==> src/rtl/pkt_receiver_mp.sv <==
// Multi-port packet receiver: round-robin grant, pre-read delay, hold register and a {port,last,data} FIFO.
// Optional macro PKT_RECV_RANDOM_DELAY_EN replaces the fixed pre-read delay with an LFSR-driven one.
module pkt_receiver_mp #(
  parameter int NUM_PORTS = 4,
  parameter int DATA_W    = 8,
  parameter int DEPTH     = 16,
  parameter int MAX_DELAY = 5,
  localparam int PORT_W   = (NUM_PORTS > 1) ? $clog2(NUM_PORTS) : 1
) (
  input  logic                        clk,
  input  logic                        reset_n,
  input  logic [NUM_PORTS-1:0]        ready,
  input  logic [NUM_PORTS*DATA_W-1:0] data,
  output logic [NUM_PORTS-1:0]        read,
  output logic                        out_valid,
  input  logic                        out_ready,
  output logic [DATA_W-1:0]           out_data,
  output logic [PORT_W-1:0]           out_port,
  output logic                        out_last,
  output logic                        busy
);

  localparam int AW = $clog2(DEPTH);
  localparam int EW = PORT_W + 1 + DATA_W;

  typedef enum logic [2:0] {IDLE, ARB, WAIT, READ, FLUSH} state_t;

  state_t            state, state_nxt;
  logic [PORT_W-1:0] sel, sel_nxt, last_grant, last_grant_nxt, pick;
  logic              pick_ok;
  logic [3:0]        dly, dly_nxt, dly_load;
  logic              hold_vld, hold_vld_nxt;
  logic [DATA_W-1:0] hold_data, sel_data;
  logic              sel_ready;
  logic              cap, push, push_last, pop;
  logic [EW-1:0]     mem [DEPTH];
  logic [AW-1:0]     wptr, rptr;
  logic [AW:0]       count;
  logic              full, empty;

  // Round-robin: the nearest requester above last_grant wins, so scan from farthest to nearest.
  always_comb begin
    pick    = '0;
    pick_ok = 1'b0;
    for (int i = NUM_PORTS; i >= 1; i--) begin
      if (ready[PORT_W'((int'(last_grant) + i) % NUM_PORTS)]) begin
        pick    = PORT_W'((int'(last_grant) + i) % NUM_PORTS);
        pick_ok = 1'b1;
      end
    end
  end

  always_comb begin
    sel_data  = '0;
    sel_ready = 1'b0;
    for (int p = 0; p < NUM_PORTS; p++) begin
      if (sel == PORT_W'(p)) begin
        sel_data  = data[p*DATA_W +: DATA_W];
        sel_ready = ready[p];
      end
    end
  end

`ifdef PKT_RECV_RANDOM_DELAY_EN
  logic [7:0] lfsr;

  always_ff @(posedge clk or negedge reset_n) begin
    if (!reset_n)
      lfsr <= 8'hA5;
    else if (state == ARB && pick_ok)
      lfsr <= {lfsr[6:0], lfsr[7] ^ lfsr[5] ^ lfsr[4] ^ lfsr[3]};
  end

  assign dly_load = 4'(1 + (int'(lfsr) % MAX_DELAY));
`else
  assign dly_load = 4'(MAX_DELAY - 1);
`endif

  // WAIT lasts exactly dly_load cycles (at least one).
  always_comb begin
    state_nxt      = state;
    sel_nxt        = sel;
    last_grant_nxt = last_grant;
    dly_nxt        = dly;
    hold_vld_nxt   = hold_vld;
    read           = '0;
    cap            = 1'b0;
    push           = 1'b0;
    push_last      = 1'b0;
    case (state)
      IDLE: if (|ready) state_nxt = ARB;
      ARB: begin
        if (pick_ok) begin
          sel_nxt   = pick;
          dly_nxt   = dly_load;
          state_nxt = WAIT;
        end else begin
          state_nxt = IDLE;
        end
      end
      WAIT: begin
        if (dly != 4'd0) dly_nxt = dly - 4'd1;
        if (dly <= 4'd1) state_nxt = READ;
      end
      READ: begin
        if (!sel_ready) begin
          state_nxt = FLUSH;
        end else if (!full) begin
          read[sel]    = 1'b1;
          cap          = 1'b1;
          push         = hold_vld;
          hold_vld_nxt = 1'b1;
        end
      end
      FLUSH: begin
        if (!hold_vld || !full) begin
          push           = hold_vld;
          push_last      = hold_vld;
          hold_vld_nxt   = 1'b0;
          last_grant_nxt = sel;
          state_nxt      = IDLE;
        end
      end
      default: state_nxt = IDLE;
    endcase
  end

  always_ff @(posedge clk or negedge reset_n) begin
    if (!reset_n) begin
      state      <= IDLE;
      sel        <= '0;
      last_grant <= PORT_W'(NUM_PORTS - 1);
      dly        <= '0;
      hold_vld   <= 1'b0;
      hold_data  <= '0;
    end else begin
      state      <= state_nxt;
      sel        <= sel_nxt;
      last_grant <= last_grant_nxt;
      dly        <= dly_nxt;
      hold_vld   <= hold_vld_nxt;
      if (cap) hold_data <= sel_data;
    end
  end

  assign full  = (count == (AW+1)'(DEPTH));
  assign empty = (count == '0);
  assign pop   = out_valid && out_ready;

  always_ff @(posedge clk) begin
    if (push) mem[wptr] <= {sel, push_last, hold_data};
  end

  always_ff @(posedge clk or negedge reset_n) begin
    if (!reset_n) begin
      wptr  <= '0;
      rptr  <= '0;
      count <= '0;
    end else begin
      if (push) wptr <= wptr + 1'b1;
      if (pop)  rptr <= rptr + 1'b1;
      case ({push, pop})
        2'b10:   count <= count + 1'b1;
        2'b01:   count <= count - 1'b1;
        default: count <= count;
      endcase
    end
  end

  // Head entry is masked while empty so stale memory never reaches the outputs.
  assign out_valid                      = !empty;
  assign {out_port, out_last, out_data} = empty ? '0 : mem[rptr];
  assign busy                           = (state != IDLE);

endmodule

==> config.mk <==
export PLATFORM = sky130hd
export DESIGN_NAME = pkt_receiver_mp
export DESIGN_NICKNAME = d
export VERILOG_FILES = /design/src/rtl/pkt_receiver_mp.sv
export SDC_FILE = /design/constraint.sdc
export NUM_CORES = 1
export LEC_CHECK = 0
export ABC_AREA = 1
export ABC_CLOCK_PERIOD_IN_PS = 3500
export BUFFER_PORTS_ARGS = -buffer_cell sky130_fd_sc_hd__buf_2
export CELL_PAD_IN_SITES_DETAIL_PLACEMENT = 2
export CELL_PAD_IN_SITES_GLOBAL_PLACEMENT = 2
export CORE_AREA = 2 2 198 200
export CTS_CLUSTER_DIAMETER = 120
export DETAILED_ROUTE_END_ITERATION = 8
export DIE_AREA = 0 0 200 202
export PLACE_DENSITY_LB_ADDON = 0.08
export SLEW_MARGIN = 20
export SYNTH_ARGS = -nofsm -noshare
export SYNTH_HDL_FRONTEND = slang
export SYNTH_SLANG_ARGS = --single-unit
==> constraint.sdc <==
create_clock -name clk -period 3.5 [get_ports clk]
set_clock_uncertainty 0.2 [all_clocks]
set_input_delay 0.175 -clock clk [delete_from_list [all_inputs] [get_ports clk]]
set_output_delay 0.175 -clock clk [all_outputs]
set_load 0.01 [all_outputs]
==> impl_metrics.toml <==
[run_status]
status = "finished, final reports clean"

[critical_path]
cp_slowest_cell = "dfrtp_4"
worstRegToRegCells = 17
startpoint_type = "flip-flop"
crit_type = "flip-flop to output port"
r2r-end = "count[4]"
critPathMaxFanout = 51
critPathMaxStageDelay_ns = 0.50
reg2reg_from = "sel[1]"
crit_chain = "inv_4, nand2_1, nand3_1, nand3_1, a21oi_1, o21a_1, buf_2"
rrSetupSlack_ns = 0.55
crit_required_ns = 3.12
worstPathArrival_ns = 2.69
end_kind = "output port"
crit_path_frequent_cell = "nand3_1"

[die]
fp.dieH_um = 202
io_pins = 56
die-area_um2 = 40400
fp.coreArea_um2 = 38300
die_x_um = 200
rows = 72
start_util_pct = 24.6

[timing]
relSlewSlack_pct = 42.4
finalSetupViolCount = 0
finalHoldViolCount = 0
period_minus_slack_ns = 3.07
period_share_pct = 87.6
worst_slew_pin_slew_ns = 0.864
finalMaxSlewViolations = 0
setup_tns_ns = 0
max_freq_ghz = 0.326
rsz0062_at_grt = "false"

[routing]
drc_errors = 0
wl_met3_um = 714
maxUsedRoutingLayer = "met4"
drtIter0Drc = 330
ant_nets = 0
wirelength_um = 29600
met2_wirelength_um = 14600
vias = 6758
wl_per_cell_um = 19.6
dr.pass1.iters = 4
post_drt_via_cell_ratio = 4.47
wl_met1_um = 13600

[yosys]
synth.distinct_cells = 41
synthesis.area_um2 = 9410
synth-edff-count = 176
postSynthAreaPerCell_um2 = 10.7
syn_inst = 882
synth_seq_area_share_pct = 65.0
ys_async_sr_fraction_pct = 15.8
ys_warn_count = 0
synth_nets = 932
synthFlopType = "edfxtp_1"
ys_ff_latch = 209

[final_layout]
diodes = 0
n_fill_cell = 4222
final_common_cell = "nand2_1"
multi_input_area_um2 = 2880
final_core_util_pct = 29.7
drive_gt1_share_pct = 15.4
nNetsFinal = 1027
syn_to_final_growth_pct = 20.9
regArea_um2 = 6120
final_cell_mix = "nand2_1 (273), edfxtp_1 (176), nand3_1 (166)"

[clock_network]
cts_tree = "done"
cts_setup_buffers = 0
cts-root-buf = "clkbuf_16"
clk_path_buf_depth = 3
cts.clk_slew.worst_paths_ns = 0.06
cts_sinks = 209
cts_made_buffers = 27
htree_levels = 1
clk_latency_ns = 0.53

[placed_design]
gp_congestion = 0.735
io_buffers = 55
dp_hpwl_um = 18700

[grt]
grt_pass1_wl_um = 46200
overflow = 0
antenna_found_initial = 1
track_usage_pct = 15.3
grt_max_degree = 91
grt_pass1_vias = 7553

[flow_run]
drv_cap = 0

[worst_hold_path]
whs_path_depth = 6
holdCritStartpoint = "ready[0]"
hold_end = "state[2]"
hp-class = "input pin to flip-flop"

[power]
power_density_nw_per_um2 = 887
leakage_nw = 4.46
max-vdd-ir-drop_mv = 0.652
[through the flow]
step	hold WS [ns]	instance area (um2)	cells	power [W]	worst slack [ns]
finish	0.0204	11400	1511	0.0101	0.433
global route	0.0418	11400	1511	0.0109	0.209
CTS	0.00117	11400	1511	0.0104	0.332
detailed placement	0.153	10300	1444	0.00759	0.521
global placement	0.143	10300	1444	0.00755	0.580
floorplan	-0.321	9410	882	0.00606	0.733
[metal layers]
layer / vias up / GRT usage [%]
met5: - / 0
met1: 3403 / 19.9
met4: 0 / 3.62
met3: 36 / 2.12
met2: 86 / 26.8
li1: 3233 / -
[cell families after synthesis]
logic type	Yosys count	share of synthesized area, %
AOI/OAI and AO/OA	71	4.44
buffers and inverters	84	4.41
and+or+nand+nor	497	23.8
xor gates and xnor gates	10	0.931
DFF	209	65.0
adders and majority gates	11	1.46
[power breakdown]
part / internal, W / switching, W
registers: 0.00319 / 0.000437
logic: 0.00128 / 0.00257
clock network: 0.00157 / 0.00104
total: 0.00604 / 0.00405
[layout make-up]
class	instances	area share [%]
clock buffers	35	6.29
clock inverters	10	0.935
inverters	41	1.37
multi-input cells	589	25.3
flip-flops and latches	209	53.8
well taps	518	5.70
repair buffers	109	6.58
[critical path, delay by kind of cell, from the launching register on]
kind | cells | cell delay [ns]
flip-flops | 1 | 0.50
AO/OA/AOI/OAI | 2 | 0.67
buffers and inverters | 2 | 0.64
AND/OR/NAND/NOR | 3 | 0.30
[repair_timing]
item                                   CTS  global route
hold buffers                            22             0
resized for setup                        0             0
endpoints found under the hold margin   45             0
[flip-flops by register name, indices dropped and copies added (netlist names)]
| register | cells |
|---|---|
| mem | 176 |
| hold_data | 8 |
| count | 5 |
| dly | 4 |
| rptr | 4 |
| wptr | 4 |
| state | 3 |
| last_grant | 2 |
| sel | 2 |
| hold_vld | 1 |
[cells in the mapped netlist (3+ instances only)]
master	count	share of area (%)
o21ai_1	9	0.48
nand2_4	4	0.48
nor2_1	29	1.2
dfrtp_1	31	8.2
xnor2_1	3	0.28
clkbuf_1	9	0.36
o21a_1	11	0.88
xor2_1	7	0.65
ha_1	11	1.5
inv_1	37	1.5
nand4_1	4	0.27
nand2_1	273	11
buf_2	21	1.1
nand2_2	4	0.27
nor3_2	4	0.43
inv_2	3	0.12
nand3_1	166	8.8
buf_6	8	0.96
edfxtp_1	176	56
o21ai_0	10	0.53
buf_4	3	0.24
a21oi_1	33	1.8
nor3_1	4	0.21
[how the worst max path moves through the flow]
stage / slack (ns) / endpoint / from / cells after the start
after floorplan: 0.73 / count[4] / sel[0] / 20
after global placement: 0.58 / count[4] / sel[1] / 16
after detailed placement: 0.52 / count[4] / sel[1] / 16
after CTS: 0.33 / out_last / rptr[0] / 8
after global routing: 0.21 / count[4] / count[2] / 18
final: 0.43 / out_data[1] / rptr[0] / 7
(Power assumes the default switching activity.)
